<file path="src/rtl/writeback_stage_if.sv">
// Bus between the memory stage, the writeback stage, the register file and the decode bypass.
// The slave modport is the writeback stage; master is whatever drives the memory-stage side.
interface writeback_if #(
  parameter int XLEN = 32
);
  logic            Stall;
  logic            Flush;
  logic            Mem_valid;
  logic            Mem_reg_write;
  logic [4:0]      Mem_rd;
  logic [1:0]      Mem_wb_sel;
  logic [2:0]      Mem_funct3;
  logic [XLEN-1:0] Mem_alu_result;
  logic [XLEN-1:0] Mem_read_data;
  logic [XLEN-1:0] Mem_pc_plus4;
  logic [4:0]      Id_rs1;
  logic [4:0]      Id_rs2;

  logic [4:0]      Write_addr;
  logic            Write_En;
  logic [XLEN-1:0] Write_data;
  logic            Fwd_hit1;
  logic            Fwd_hit2;
  logic [XLEN-1:0] Fwd_data1;
  logic [XLEN-1:0] Fwd_data2;
  logic            Load_fault;
  logic [XLEN-1:0] Instret;

  modport slave (
    input  Stall, Flush, Mem_valid, Mem_reg_write, Mem_rd, Mem_wb_sel, Mem_funct3,
           Mem_alu_result, Mem_read_data, Mem_pc_plus4, Id_rs1, Id_rs2,
    output Write_addr, Write_En, Write_data, Fwd_hit1, Fwd_hit2, Fwd_data1, Fwd_data2,
           Load_fault, Instret
  );

  modport master (
    output Stall, Flush, Mem_valid, Mem_reg_write, Mem_rd, Mem_wb_sel, Mem_funct3,
           Mem_alu_result, Mem_read_data, Mem_pc_plus4, Id_rs1, Id_rs2,
    input  Write_addr, Write_En, Write_data, Fwd_hit1, Fwd_hit2, Fwd_data1, Fwd_data2,
           Load_fault, Instret
  );
endinterface

</file>
<file path="src/rtl/writeback_stage.sv">
// MEM/WB pipeline register, load extraction/extension, register-file write port,
// same-cycle decode bypass and retired-instruction counter.
module writeback_stage #(
  parameter int          XLEN          = 32,
  // Value Instret takes while in reset; normally zero.
  parameter logic [31:0] INSTRET_RESET = 32'h0
) (
  input logic        Clock,
  input logic        Reset_n,  // active-high despite the name
  writeback_if.slave wb
);

  typedef struct packed {
    logic            valid;
    logic            reg_write;
    logic [4:0]      rd;
    logic [1:0]      wb_sel;
    logic [2:0]      funct3;
    logic [XLEN-1:0] alu_result;
    logic [XLEN-1:0] read_data;
    logic [XLEN-1:0] pc_plus4;
  } wb_entry_t;

  localparam logic [1:0] SEL_LOAD = 2'b01;
  localparam logic [1:0] SEL_LINK = 2'b10;

  wb_entry_t       entry_d, entry_q;
  logic [XLEN-1:0] instret_d, instret_q;
  logic            incoming_valid;

  assign incoming_valid = wb.Mem_valid & ~wb.Flush;

  always_comb begin
    entry_d   = entry_q;
    instret_d = instret_q;
    if (!wb.Stall) begin
      entry_d.valid      = incoming_valid;
      entry_d.reg_write  = wb.Mem_reg_write;
      entry_d.rd         = wb.Mem_rd;
      entry_d.wb_sel     = wb.Mem_wb_sel;
      entry_d.funct3     = wb.Mem_funct3;
      entry_d.alu_result = wb.Mem_alu_result;
      entry_d.read_data  = wb.Mem_read_data;
      entry_d.pc_plus4   = wb.Mem_pc_plus4;
      instret_d          = instret_q + XLEN'(incoming_valid);
    end
  end

  // NOTE: state registers use non-blocking assignments so every flop samples pre-edge values.
  always_ff @(posedge Clock or posedge Reset_n) begin
    if (Reset_n) begin
      entry_q   <= '0;
      instret_q <= INSTRET_RESET;
    end else begin
      entry_q   <= entry_d;
      instret_q <= instret_d;
    end
  end

  logic [1:0]      off;
  logic [7:0]      lane_b;
  logic [15:0]     lane_h;
  logic [XLEN-1:0] load_val;
  logic            bad_load;
  logic            load_fault;
  logic            write_en;
  logic [XLEN-1:0] write_data;

  // NOTE: every variable gets a default before the case so no latch is inferred.
  always_comb begin
    off      = entry_q.alu_result[1:0];
    lane_b   = 8'(entry_q.read_data >> {off, 3'b000});
    lane_h   = off[1] ? entry_q.read_data[31:16] : entry_q.read_data[15:0];
    load_val = entry_q.read_data;
    bad_load = 1'b0;
    case (entry_q.funct3)
      3'b000:  load_val = {{(XLEN-8){lane_b[7]}}, lane_b};
      3'b100:  load_val = {{(XLEN-8){1'b0}}, lane_b};
      3'b001: begin
        load_val = {{(XLEN-16){lane_h[15]}}, lane_h};
        bad_load = off[0];
      end
      3'b101: begin
        load_val = {{(XLEN-16){1'b0}}, lane_h};
        bad_load = off[0];
      end
      3'b010:  bad_load = (off != 2'b00);
      default: bad_load = 1'b1;
    endcase

    load_fault = entry_q.valid & (entry_q.wb_sel == SEL_LOAD) & bad_load;
    write_en   = entry_q.valid & entry_q.reg_write & (entry_q.rd != 5'd0) & ~load_fault;

    // Reserved selector 11 falls through to the ALU result.
    if (load_fault)                        write_data = '0;
    else if (entry_q.wb_sel == SEL_LOAD)   write_data = load_val;
    else if (entry_q.wb_sel == SEL_LINK)   write_data = entry_q.pc_plus4;
    else                                   write_data = entry_q.alu_result;
  end

  assign wb.Write_addr = entry_q.rd;
  assign wb.Write_En   = write_en;
  assign wb.Write_data = write_data;
  assign wb.Load_fault = load_fault;
  assign wb.Instret    = instret_q;

  // rd=0 never reaches here as a hit because write_en already excludes it.
  assign wb.Fwd_hit1  = write_en & (wb.Id_rs1 == entry_q.rd);
  assign wb.Fwd_hit2  = write_en & (wb.Id_rs2 == entry_q.rd);
  assign wb.Fwd_data1 = write_data;
  assign wb.Fwd_data2 = write_data;

endmodule

</file>
<file path="src/flat_wrapper.sv">
// flat-port wrapper written by rule: the top's interface ports become plain ports
module writeback_stage_flat 
#(
  parameter int          XLEN          = 32,
                                                       
  parameter logic [31:0] INSTRET_RESET = 32'h0
)
  (Clock, Reset_n, wb_Stall, wb_Flush, wb_Mem_valid, wb_Mem_reg_write, wb_Mem_rd, wb_Mem_wb_sel, wb_Mem_funct3, wb_Mem_alu_result, wb_Mem_read_data, wb_Mem_pc_plus4, wb_Id_rs1, wb_Id_rs2, wb_Write_addr, wb_Write_En, wb_Write_data, wb_Fwd_hit1, wb_Fwd_hit2, wb_Fwd_data1, wb_Fwd_data2, wb_Load_fault, wb_Instret);
  writeback_if #(.XLEN(XLEN)) wb_i ();
  input logic Clock;
  input logic Reset_n;
  input wire logic [$bits(wb_i.Stall)-1:0] wb_Stall;
  input wire logic [$bits(wb_i.Flush)-1:0] wb_Flush;
  input wire logic [$bits(wb_i.Mem_valid)-1:0] wb_Mem_valid;
  input wire logic [$bits(wb_i.Mem_reg_write)-1:0] wb_Mem_reg_write;
  input wire logic [$bits(wb_i.Mem_rd)-1:0] wb_Mem_rd;
  input wire logic [$bits(wb_i.Mem_wb_sel)-1:0] wb_Mem_wb_sel;
  input wire logic [$bits(wb_i.Mem_funct3)-1:0] wb_Mem_funct3;
  input wire logic [$bits(wb_i.Mem_alu_result)-1:0] wb_Mem_alu_result;
  input wire logic [$bits(wb_i.Mem_read_data)-1:0] wb_Mem_read_data;
  input wire logic [$bits(wb_i.Mem_pc_plus4)-1:0] wb_Mem_pc_plus4;
  input wire logic [$bits(wb_i.Id_rs1)-1:0] wb_Id_rs1;
  input wire logic [$bits(wb_i.Id_rs2)-1:0] wb_Id_rs2;
  output wire logic [$bits(wb_i.Write_addr)-1:0] wb_Write_addr;
  output wire logic [$bits(wb_i.Write_En)-1:0] wb_Write_En;
  output wire logic [$bits(wb_i.Write_data)-1:0] wb_Write_data;
  output wire logic [$bits(wb_i.Fwd_hit1)-1:0] wb_Fwd_hit1;
  output wire logic [$bits(wb_i.Fwd_hit2)-1:0] wb_Fwd_hit2;
  output wire logic [$bits(wb_i.Fwd_data1)-1:0] wb_Fwd_data1;
  output wire logic [$bits(wb_i.Fwd_data2)-1:0] wb_Fwd_data2;
  output wire logic [$bits(wb_i.Load_fault)-1:0] wb_Load_fault;
  output wire logic [$bits(wb_i.Instret)-1:0] wb_Instret;
  assign wb_i.Stall = wb_Stall;
  assign wb_i.Flush = wb_Flush;
  assign wb_i.Mem_valid = wb_Mem_valid;
  assign wb_i.Mem_reg_write = wb_Mem_reg_write;
  assign wb_i.Mem_rd = wb_Mem_rd;
  assign wb_i.Mem_wb_sel = wb_Mem_wb_sel;
  assign wb_i.Mem_funct3 = wb_Mem_funct3;
  assign wb_i.Mem_alu_result = wb_Mem_alu_result;
  assign wb_i.Mem_read_data = wb_Mem_read_data;
  assign wb_i.Mem_pc_plus4 = wb_Mem_pc_plus4;
  assign wb_i.Id_rs1 = wb_Id_rs1;
  assign wb_i.Id_rs2 = wb_Id_rs2;
  assign wb_Write_addr = wb_i.Write_addr;
  assign wb_Write_En = wb_i.Write_En;
  assign wb_Write_data = wb_i.Write_data;
  assign wb_Fwd_hit1 = wb_i.Fwd_hit1;
  assign wb_Fwd_hit2 = wb_i.Fwd_hit2;
  assign wb_Fwd_data1 = wb_i.Fwd_data1;
  assign wb_Fwd_data2 = wb_i.Fwd_data2;
  assign wb_Load_fault = wb_i.Load_fault;
  assign wb_Instret = wb_i.Instret;
  writeback_stage #(.XLEN(XLEN), .INSTRET_RESET(INSTRET_RESET)) u_core (.Clock(Clock), .Reset_n(Reset_n), .wb(wb_i));
endmodule
</file>
<file path="config.mk">
export PLATFORM = sky130hd
export DESIGN_NAME = writeback_stage_flat
export DESIGN_NICKNAME = d
export VERILOG_FILES = /design/src/rtl/writeback_stage_if.sv /design/src/rtl/writeback_stage.sv /design/src/flat_wrapper.sv
export SDC_FILE = /design/constraint.sdc
export NUM_CORES = 1
export LEC_CHECK = 0
export BUFFER_PORTS_ARGS = -buffer_cell sky130_fd_sc_hd__buf_2
export CORE_MARGIN = 2
export CORE_UTILIZATION = 52
export CTS_BUF_LIST = sky130_fd_sc_hd__clkbuf_4 sky130_fd_sc_hd__clkbuf_8
export DETAILED_ROUTE_END_ITERATION = 6
export GPL_ROUTABILITY_DRIVEN = 0
export PLACE_DENSITY = 0.83
export SLEW_MARGIN = 20
export SYNTH_ARGS = -nofsm -noshare
export SYNTH_HDL_FRONTEND = slang
export SYNTH_SLANG_ARGS = --single-unit
export TNS_END_PERCENT = 5
</file>
<file path="constraint.sdc">
create_clock -name Clock -period 4.25 [get_ports Clock]
set_input_delay 0.2125 -clock Clock [delete_from_list [all_inputs] [get_ports Clock]]
set_output_delay 0.2125 -clock Clock [all_outputs]
set_load 0.02 [all_outputs]
</file>
* After elaboration in Yosys (flattened, before gate mapping) *
Cells that the tools add are included.

storage, ports and cells
  flip-flop bits (word level) = 140

cells by class
  add/sub/neg operators = 1
  equal/unequal tests = 8
  shift operators = 1
  mux-type cells = 6
  bitwise operators = 10
  reduce and logical (&&, ||, !) cells = 5

operators with widths
  operator                                        count
  one-hot mux 32 bit (4 select lines)             1
  two-way mux 32 bit                              3
  adder 32 x 1 -> 32 bit                          1
  right shift 32 x 5 -> 8 bit                     1
  two-way mux 16 bit                              1
  == test 5 bit                                   2
  bitwise AND 1 bit                               8
  == test 3 bit (second input constant)           2
  nonzero test 5 bit                              1
  OR reduction 2 bit                              2
  == test 3 x 1 -> 1 bit (second input constant)  1
  == test 3 x 2 -> 1 bit (second input constant)  1
  logical NOT 3 bit                               1
  one-hot mux 1 bit (3 select lines)              1
  == test 2 x 1 -> 1 bit (second input constant)  1
  == test 2 bit (second input constant)           1
  inverter 1 bit                                  2
  nonzero test 2 bit                              1

* Longest topological paths before layout *
Gate-level depths: netlist of the first run.

  word-level depth = 7
  mapped depth = 8
  mapped depth without buffers = 7

* Worst setup path before layout of the first run *
No wires, ideal clock.

  path kind = register -> output
  from = register u_core.entry_q[64] in the netlist's numbering
  to = output port wb_Fwd_data2[6]
  arrival time = 2.260 ns
  data required time = 4.038 ns
  path slack = 1.777 ns
  stages on the path, launching flop included = 9
  path buffers = 4
  cell sequence = dfrtp_1 clkbuf_1 nor4_1 nor3_1 and2_1 clkbuf_1 clkbuf_1 a311oi_1 buf_4

between the ends
  longest elaborated chain between the ends = 4

ends and longest elaborated chain
  item                                                                                              RTL line                                      text
  start: declaration                                                                                writeback_stage.sv:27                         wb_entry_t entry_d, entry_q;
  start signal: assignment                                                                          writeback_stage.sv:55                         entry_q <= entry_d;
  right shift 32 x 5 -> 8 bit / nonzero test 2 bit (equally long branches)                          writeback_stage.sv:72, writeback_stage.sv:87
  one-hot mux 32 bit (4 select lines) / one-hot mux 1 bit (3 select lines) (equally long branches)  writeback_stage.sv:76                         case (entry_q.funct3)
  two-way mux 32 bit / bitwise AND 1 bit (equally long branches)                                    writeback_stage.sv:96, writeback_stage.sv:91
  two-way mux 32 bit (*)                                                                            writeback_stage.sv:95                         if (load_fault) write_data = '0;
  end: declaration                                                                                  flat_wrapper.sv:30                            output wire logic [$bits(wb_i.Fwd_data2)-1:0] wb_Fwd_data2;

Mark *: on every way between the ends. The rest lies on a longest branch, timed or not.

* Worst setup path in the final report of the first run *
  from = register u_core.entry_q[99] in the netlist's numbering
  to = output port wb_Fwd_data2[23]

between the ends
  longest elaborated chain between the ends = 4

ends and longest elaborated chain
  item                                                            RTL line
  == test 2 bit / == test 2 x 1 -> 1 bit (equally long branches)  writeback_stage.sv:97, writeback_stage.sv:91, writeback_stage.sv:96
  two-way mux 32 bit / bitwise AND 1 bit (equally long branches)  writeback_stage.sv:97, writeback_stage.sv:91
  two-way mux 32 bit / bitwise AND 1 bit (equally long branches)  writeback_stage.sv:96, writeback_stage.sv:91
  two-way mux 32 bit (*)                                          writeback_stage.sv:95

Marks and branches as above.

==> results of run 1 <==
==> layout by cell type (no fill, tap or decap), types with 2 or more instances in the layout <==
cell and count:
nand3_1 20, buf_4 9, dlygate4sd3_1 106, xnor2_1 28, nand2_1 29, and2_1 2, nand4_1 10, inv_1 18
and3_1 5, mux2i_1 12, xor2_1 12, a311oi_1 14, a21oi_1 30, o21ai_0 23, clkinv_4 2, a222oi_1 11
ha_1 2, nor4_1 3, clkbuf_8 20, nor2_1 26, bufinv_16 7, nor2b_1 10, clkinv_2 2, or4_1 2
o31ai_1 3, nand2b_1 7, a221oi_1 2, buf_2 257, dfrtp_1 139, a211oi_1 12, and4_1 2, nor3_1 9
o32a_1 4, mux2_2 123
==> cell usage after synthesis <==
| cell type | instances |
|---|---|
| buf_2 | 3 |
| a222oi_1 | 11 |
| or3_1 | 1 |
| a311oi_1 | 14 |
| o2111ai_1 | 1 |
| and4_1 | 2 |
| ha_1 | 2 |
| or4_1 | 2 |
| nand3_1 | 20 |
| nand2_1 | 29 |
| mux2_2 | 123 |
| nand4_1 | 10 |
| xnor2_1 | 28 |
| a221oi_1 | 2 |
| nor2b_1 | 10 |
| dfrtp_1 | 140 |
| xor2_1 | 12 |
| nand3b_1 | 1 |
| mux2i_1 | 12 |
| nor4_2 | 1 |
| clkbuf_1 | 33 |
| buf_1 | 5 |
| o31ai_1 | 3 |
| a21oi_1 | 30 |
| inv_1 | 19 |
| and3_1 | 5 |
| or2_2 | 1 |
| nor3_1 | 9 |
| buf_4 | 69 |
| nor4_1 | 3 |
| a211oi_1 | 12 |
| o32a_1 | 4 |
| o21ai_0 | 23 |
| and2_1 | 2 |
| a22oi_1 | 1 |
| or4b_4 | 1 |
| nand2b_1 | 7 |
| nor2_1 | 26 |
==> final cells by class <==
| type | instances | area, um^2 |
|---|---|---|
| fill | 965 | 4030 |
| sequential | 140 | 3500 |
| multi-input combinational | 408 | 3230 |
| timing repair buffer | 372 | 2410 |
| clock buffer | 20 | 275 |
| clock inverter | 11 | 238 |
| tap | 180 | 225 |
| inverter | 19 | 76.3 |
| antenna | 1 | 2.50 |
==> flip-flops by register name (all words and copies together), names as in the netlist <==
| register | flops |
|---|---|
| u_core.entry_q | 103 |
| u_core.wb.Instret | 32 |
| u_core.wb.Write_addr | 5 |
==> stage by stage <==
step	util	cells	hold slack (ns)	power [W]	worst slack (ns)
after global routing	0.712	1151	0.0101	0.00435	0.632
after floorplan	-	677	0.363	0.00249	0.285
final	0.712	1151	0.0264	0.00416	0.809
after CTS	0.712	1150	0.00446	0.00415	0.887
after detailed placement	0.600	1013	0.348	0.00270	1.42
after global placement	0.600	1013	0.346	0.00268	1.51
==> cells by family after synthesis <==
family / count (synthesis)
mux: 135
fa+ha+maj: 2
flops: 140
xor+xnor: 40
buf+inv: 129
simple gates: 130
compound gates: 101
==> power by group through the flow <==
stage	Sequential [W]	Combinational [W]	Clock, W
floorplan	0.00158	0.000915	0
global route	0.00159	0.00130	0.00146
CTS	0.00157	0.00119	0.00139
global placement	0.00159	0.00109	0
detailed placement	0.00160	0.00110	0
finish	0.00158	0.00121	0.00138
==> how the worst max path moves through the flow <==
stage                              to  slack, ns  depth (start not counted)
finish               wb_Fwd_data2[23]       0.81                          7
global route         wb_Fwd_data1[11]       0.63                          6
CTS                  wb_Fwd_data2[23]       0.89                          7
detailed placement   wb_Fwd_data2[23]       1.42                          7
global placement     wb_Fwd_data1[23]       1.51                          7
floorplan           u_core.entry_q[0]       0.28                          1
==> metal layers <==
layer / part of all wire / wire (um)
met4: 0.042 / 909
met5: 0 / 0
met3: 0.068 / 1480
met2: 0.51 / 11000
met1: 0.38 / 8340
==> worst max-delay path, cell delays in order, from the launching register on <==
cell	delay [ns]
dfrtp_2	0.36
buf_4	0.53
nor2b_1	0.10
buf_4	0.22
nor2_1	0.65
a222oi_1	0.27
a21oi_1	0.39
buf_2	0.25
==> results.toml, run 1 <==
[status]
status = "completed"

[timing]
finalSetupTns_ns = 0
tightest_slew_ns = 0.994
finalCriticalPeriod_ns = 3.44
slew-limit-headroom = 0.337
finalHoldViolCount = 0
fin_crit_sh = 0.810
clock.fmax_ghz = 0.291
skew_ns = 0.00816
setup_viol = 0
grt_setup_unrepaired = "no"
drv_slew = 0

[synth]
synth_area_leader_cell = "dfrtp_1"
synth_nets = 801
syn_avg_cell_area_um2 = 11.0
netlist-cell-type-count = 38
yosys-top-cells-area = "dfrtp_1 47%, mux2_2 19%, buf_4 6.9%"
yosysSeqAreaShare = 0.469
synth-adder-area-share = 0.00335
syn_inst = 677
syn_area_um2 = 7480
synth_top_area_share = 0.469
synthMuxAreaShare = 0.201
synthSimpleGateAreaFrac = 0.0885
synthXorXnorAreaFrac = 0.0469
synth_compound_area_frac = 0.0915
ys_warn_count = 0
ys_ff_latch = 140
synth_top_family_by_area = "multiplexers"

[global_route]
grt_antenna_before_repair = 1
met2_usage = 0.499
globalRouteTotalUtil = 0.287
grt_pass1_vias = 6506
grt_max_degree = 79
top_usage_layer = "met2"
met1_usage = 0.331
grt_pass1_wl_mm = 33.1
grt-ovfl-total = 0
use_met3 = 0.0682

[drt]
wl_per_cell_um = 18.8
first_pass_iters = 5
ant_nets = 0
vias = 6423
drc = 0
wirelength_mm = 21.7
avgViaCountPerCell = 5.58
first_iter_violations = 515

[clock_tree]
cts_tree = "yes"
htreeDepth = 4
clk_latency_ns = 0.45
cts_hold_buf = 106
postCtsResizedCells = 0
post_cts_buffers = 0
root_buffer = "clkbuf_8"
numCtsBuffers = 17
cts_sinks = 140
clk_pin_slew_ns = 0.07
cts_buffer_depth = 2

[critical_path]
cp_data_arrival_time_ns = 3.23
rrSetupSlack_ns = 2.00
crit_fanout = 62
r2r-start = "u_core.wb.Instret[0]"
critPathLaunch = "u_core.entry_q[99]"
r2r_end = "u_core.wb.Instret[21]"
cp.required_ns = 4.04
critPathLaunchType = "flip-flop"
reg2reg_depth = 6
crit_type = "flip-flop to output port"
endpoint_kind = "output port"

[floorplanning]
dieArea_um2 = 15400
core-area_um2 = 14000
io_pins = 259
die_width_um = 124
fp.dieH_um = 124
rows = 43
initial_core_util = 0.535

[power]
max-vdd-ir-drop_mv = 0.293
intPower_w = 0.00281
power_frac_seq = 0.379
switching_share = 0.325
p_switching_w = 0.00135
power.density_nw_per_um2 = 418
p_leak_nw = 4.68
combPwrFrac = 0.289
clkPwrFrac = 0.332

[layout]
fin_nets = 1082
drive_gt1_frac = 0.438
area_growth_pct = 33.2
fin_area_um2 = 9960

[min_path]
hold_path_end = "u_core.entry_q[41]"
hp-class = "input pin to flip-flop"
hold_depth = 2
min_from = "wb_Mem_read_data[9]"

[place]
place.port_buffers = 258
placedInstanceArea_um2 = 8390
hpwl_mm = 13.5

[job]
cap_violations = 0
Note: power is estimated with default switching activity, not from simulation.
==> run 2: changes to the inputs <==
--- a/config.mk
+++ b/config.mk
@@ -7,11 +7,11 @@
 export LEC_CHECK = 0
 export BUFFER_PORTS_ARGS = -buffer_cell sky130_fd_sc_hd__buf_2
 export CORE_MARGIN = 2
-export CORE_UTILIZATION = 52
+export CORE_UTILIZATION = 47
 export CTS_BUF_LIST = sky130_fd_sc_hd__clkbuf_4 sky130_fd_sc_hd__clkbuf_8
 export DETAILED_ROUTE_END_ITERATION = 6
 export GPL_ROUTABILITY_DRIVEN = 0
-export PLACE_DENSITY = 0.83
+export PLACE_DENSITY = 0.79
 export SLEW_MARGIN = 20
 export SYNTH_ARGS = -nofsm -noshare
 export SYNTH_HDL_FRONTEND = slang
==> constraint.sdc (replaced) <==
create_clock -name Clock -period 3.1 [get_ports Clock]
set_input_delay 0.155 -clock Clock [delete_from_list [all_inputs] [get_ports Clock]]
set_output_delay 0.155 -clock Clock [all_outputs]
set_load 0.02 [all_outputs]
==> run 2 against run 1 <==
Compared with the run above:
- power up 34%
- final area up 0.60%
- hold slack gained 0.10 ns
- non-clock buffer count is 5 higher
- critical path type unchanged
==> results.toml, run 2 (synthesis results as in run 1) <==
[global_route]
grt_antenna_before_repair = 0
grt-ovfl-total = 0
grt_pass1_vias = 6337
grt_pass1_wl_mm = 31.8
grt_max_degree = 78
globalRouteTotalUtil = 0.248

[timing]
finalCriticalPeriod_ns = 2.92
finalHoldViolCount = 0
skew_ns = 0.00751
grt_setup_unrepaired = "no"
clock.fmax_ghz = 0.342
setup_viol = 0
fin_crit_sh = 0.943
finalSetupTns_ns = 0
slew-limit-headroom = 0.337
drv_slew = 0
tightest_slew_ns = 0.995

[min_path]
hp-class = "input pin to async pin"

[power]
power.density_nw_per_um2 = 555
p_leak_nw = 4.68
max-vdd-ir-drop_mv = 0.274

[place]
place.port_buffers = 258
hpwl_mm = 14.2
dp.cells = 1052

[clock_tree]
root_buffer = "clkbuf_8"
clk_latency_ns = 0.45
clk_pin_slew_ns = 0.07
cts_tree = "yes"
numCtsBuffers = 17
cts_buffer_depth = 2
post_cts_buffers = 0
cts_sinks = 140
htreeDepth = 4

[critical_path]
crit_type = "flip-flop to output port"
cp.required_ns = 2.94
reg2reg_depth = 6
cp_data_arrival_time_ns = 2.77
critPathLaunchType = "flip-flop"
crit_fanout = 16
rrSetupSlack_ns = 0.94
endpoint_kind = "output port"

[drt]
wl_per_cell_um = 17.9
avgViaCountPerCell = 5.34
vias = 6365
first_iter_violations = 396
drc = 0
wirelength_mm = 21.4
first_pass_iters = 5
ant_nets = 0

[job]
cap_violations = 0

[layout]
largest_reg_flops = 103
mostFrequentLayoutCells = "257 x buf_2, 139 x dfrtp_1, 123 x mux2_2"
area_growth_pct = 34.1
mostFrequentLayoutCell = "buf_2"
drive_gt1_frac = 0.441
seq_area_um2 = 3500
n_antenna_cell = 0
final_cell_count_no_fill = 1192
final_util = 0.638
fin_nets = 1087
top_register = "u_core.entry_q"
fill_cells = 1213
multiInputGateArea_um2 = 3230

[status]
status = "completed"

[floorplanning]
initial_core_util = 0.476
core-area_um2 = 15700
io_pins = 259
die_width_um = 130
dieArea_um2 = 16900
rows = 46
fp.dieH_um = 130
[run 2: cell type report]
type	instances	area share
Clock buffer	21	0.0282
Clock inverter	11	0.0188
Inverter	19	0.00749
Multi-Input combinational cell	408	0.322
Sequential cell	140	0.350
Tap cell	216	0.0270
Timing Repair Buffer	377	0.246
[run 2: stage by stage]
stage                     worst slack (ns)  cell area [um^2]  power (W)  hold WS, ns
after global placement               0.618              8470    0.00369       0.0410
after CTS                          0.00954             10000    0.00557        0.106
final                                0.176             10000    0.00556        0.128
after floorplan                      0.685              7480    0.00342        0.306
after detailed placement             0.523              8470    0.00372       0.0418
after global routing                0.0336             10000    0.00582        0.106
[run 2: report_power, final]
group,internal [W],total [W],switching (W)
registers,0.00200,0.00217,0.000173
clock network,0.00103,0.00174,0.000708
logic,0.000684,0.00166,0.000973
[run 2: critical path, cell delays in order (launching register included)]
cell and delay (ns):
dfrtp_1 0.50, nand2b_1 0.31, or4_1 0.86, a21oi_1 0.40, buf_2 0.24
[run 2: final timing paths]
kind	startpoint	to
max in group asynchronous	Reset_n	u_core.entry_q[99]
min in group Clock	wb_Flush	u_core.entry_q[107]
worst max register to register	u_core.wb.Instret[0]	u_core.wb.Instret[21]
worst min-delay path	Reset_n	u_core.entry_q[34]
worst max-delay path	u_core.entry_q[100]	wb_Fwd_data2[23]
worst min register to register	u_core.wb.Instret[31]	u_core.wb.Instret[31]
[run 2: repair_timing]
| item | CTS | global route |
|---|---|---|
| hold endpoints to repair | 109 | 0 |
| setup endpoints to repair | 0 | 9 |
| resized for setup | 0 | 1 |
| hold buffers | 108 | 0 |
[run 2: routing by layer]
layer  vias up  global-route usage  part of all wire  wire length (um)
met2       266               0.430              0.50             10700
met1      3123               0.285              0.40              8580
li1       2918                   -                 -                 -
met5         -                   0                 0                 0
met4         0               0.117             0.032               678
met3        58              0.0701             0.064              1380
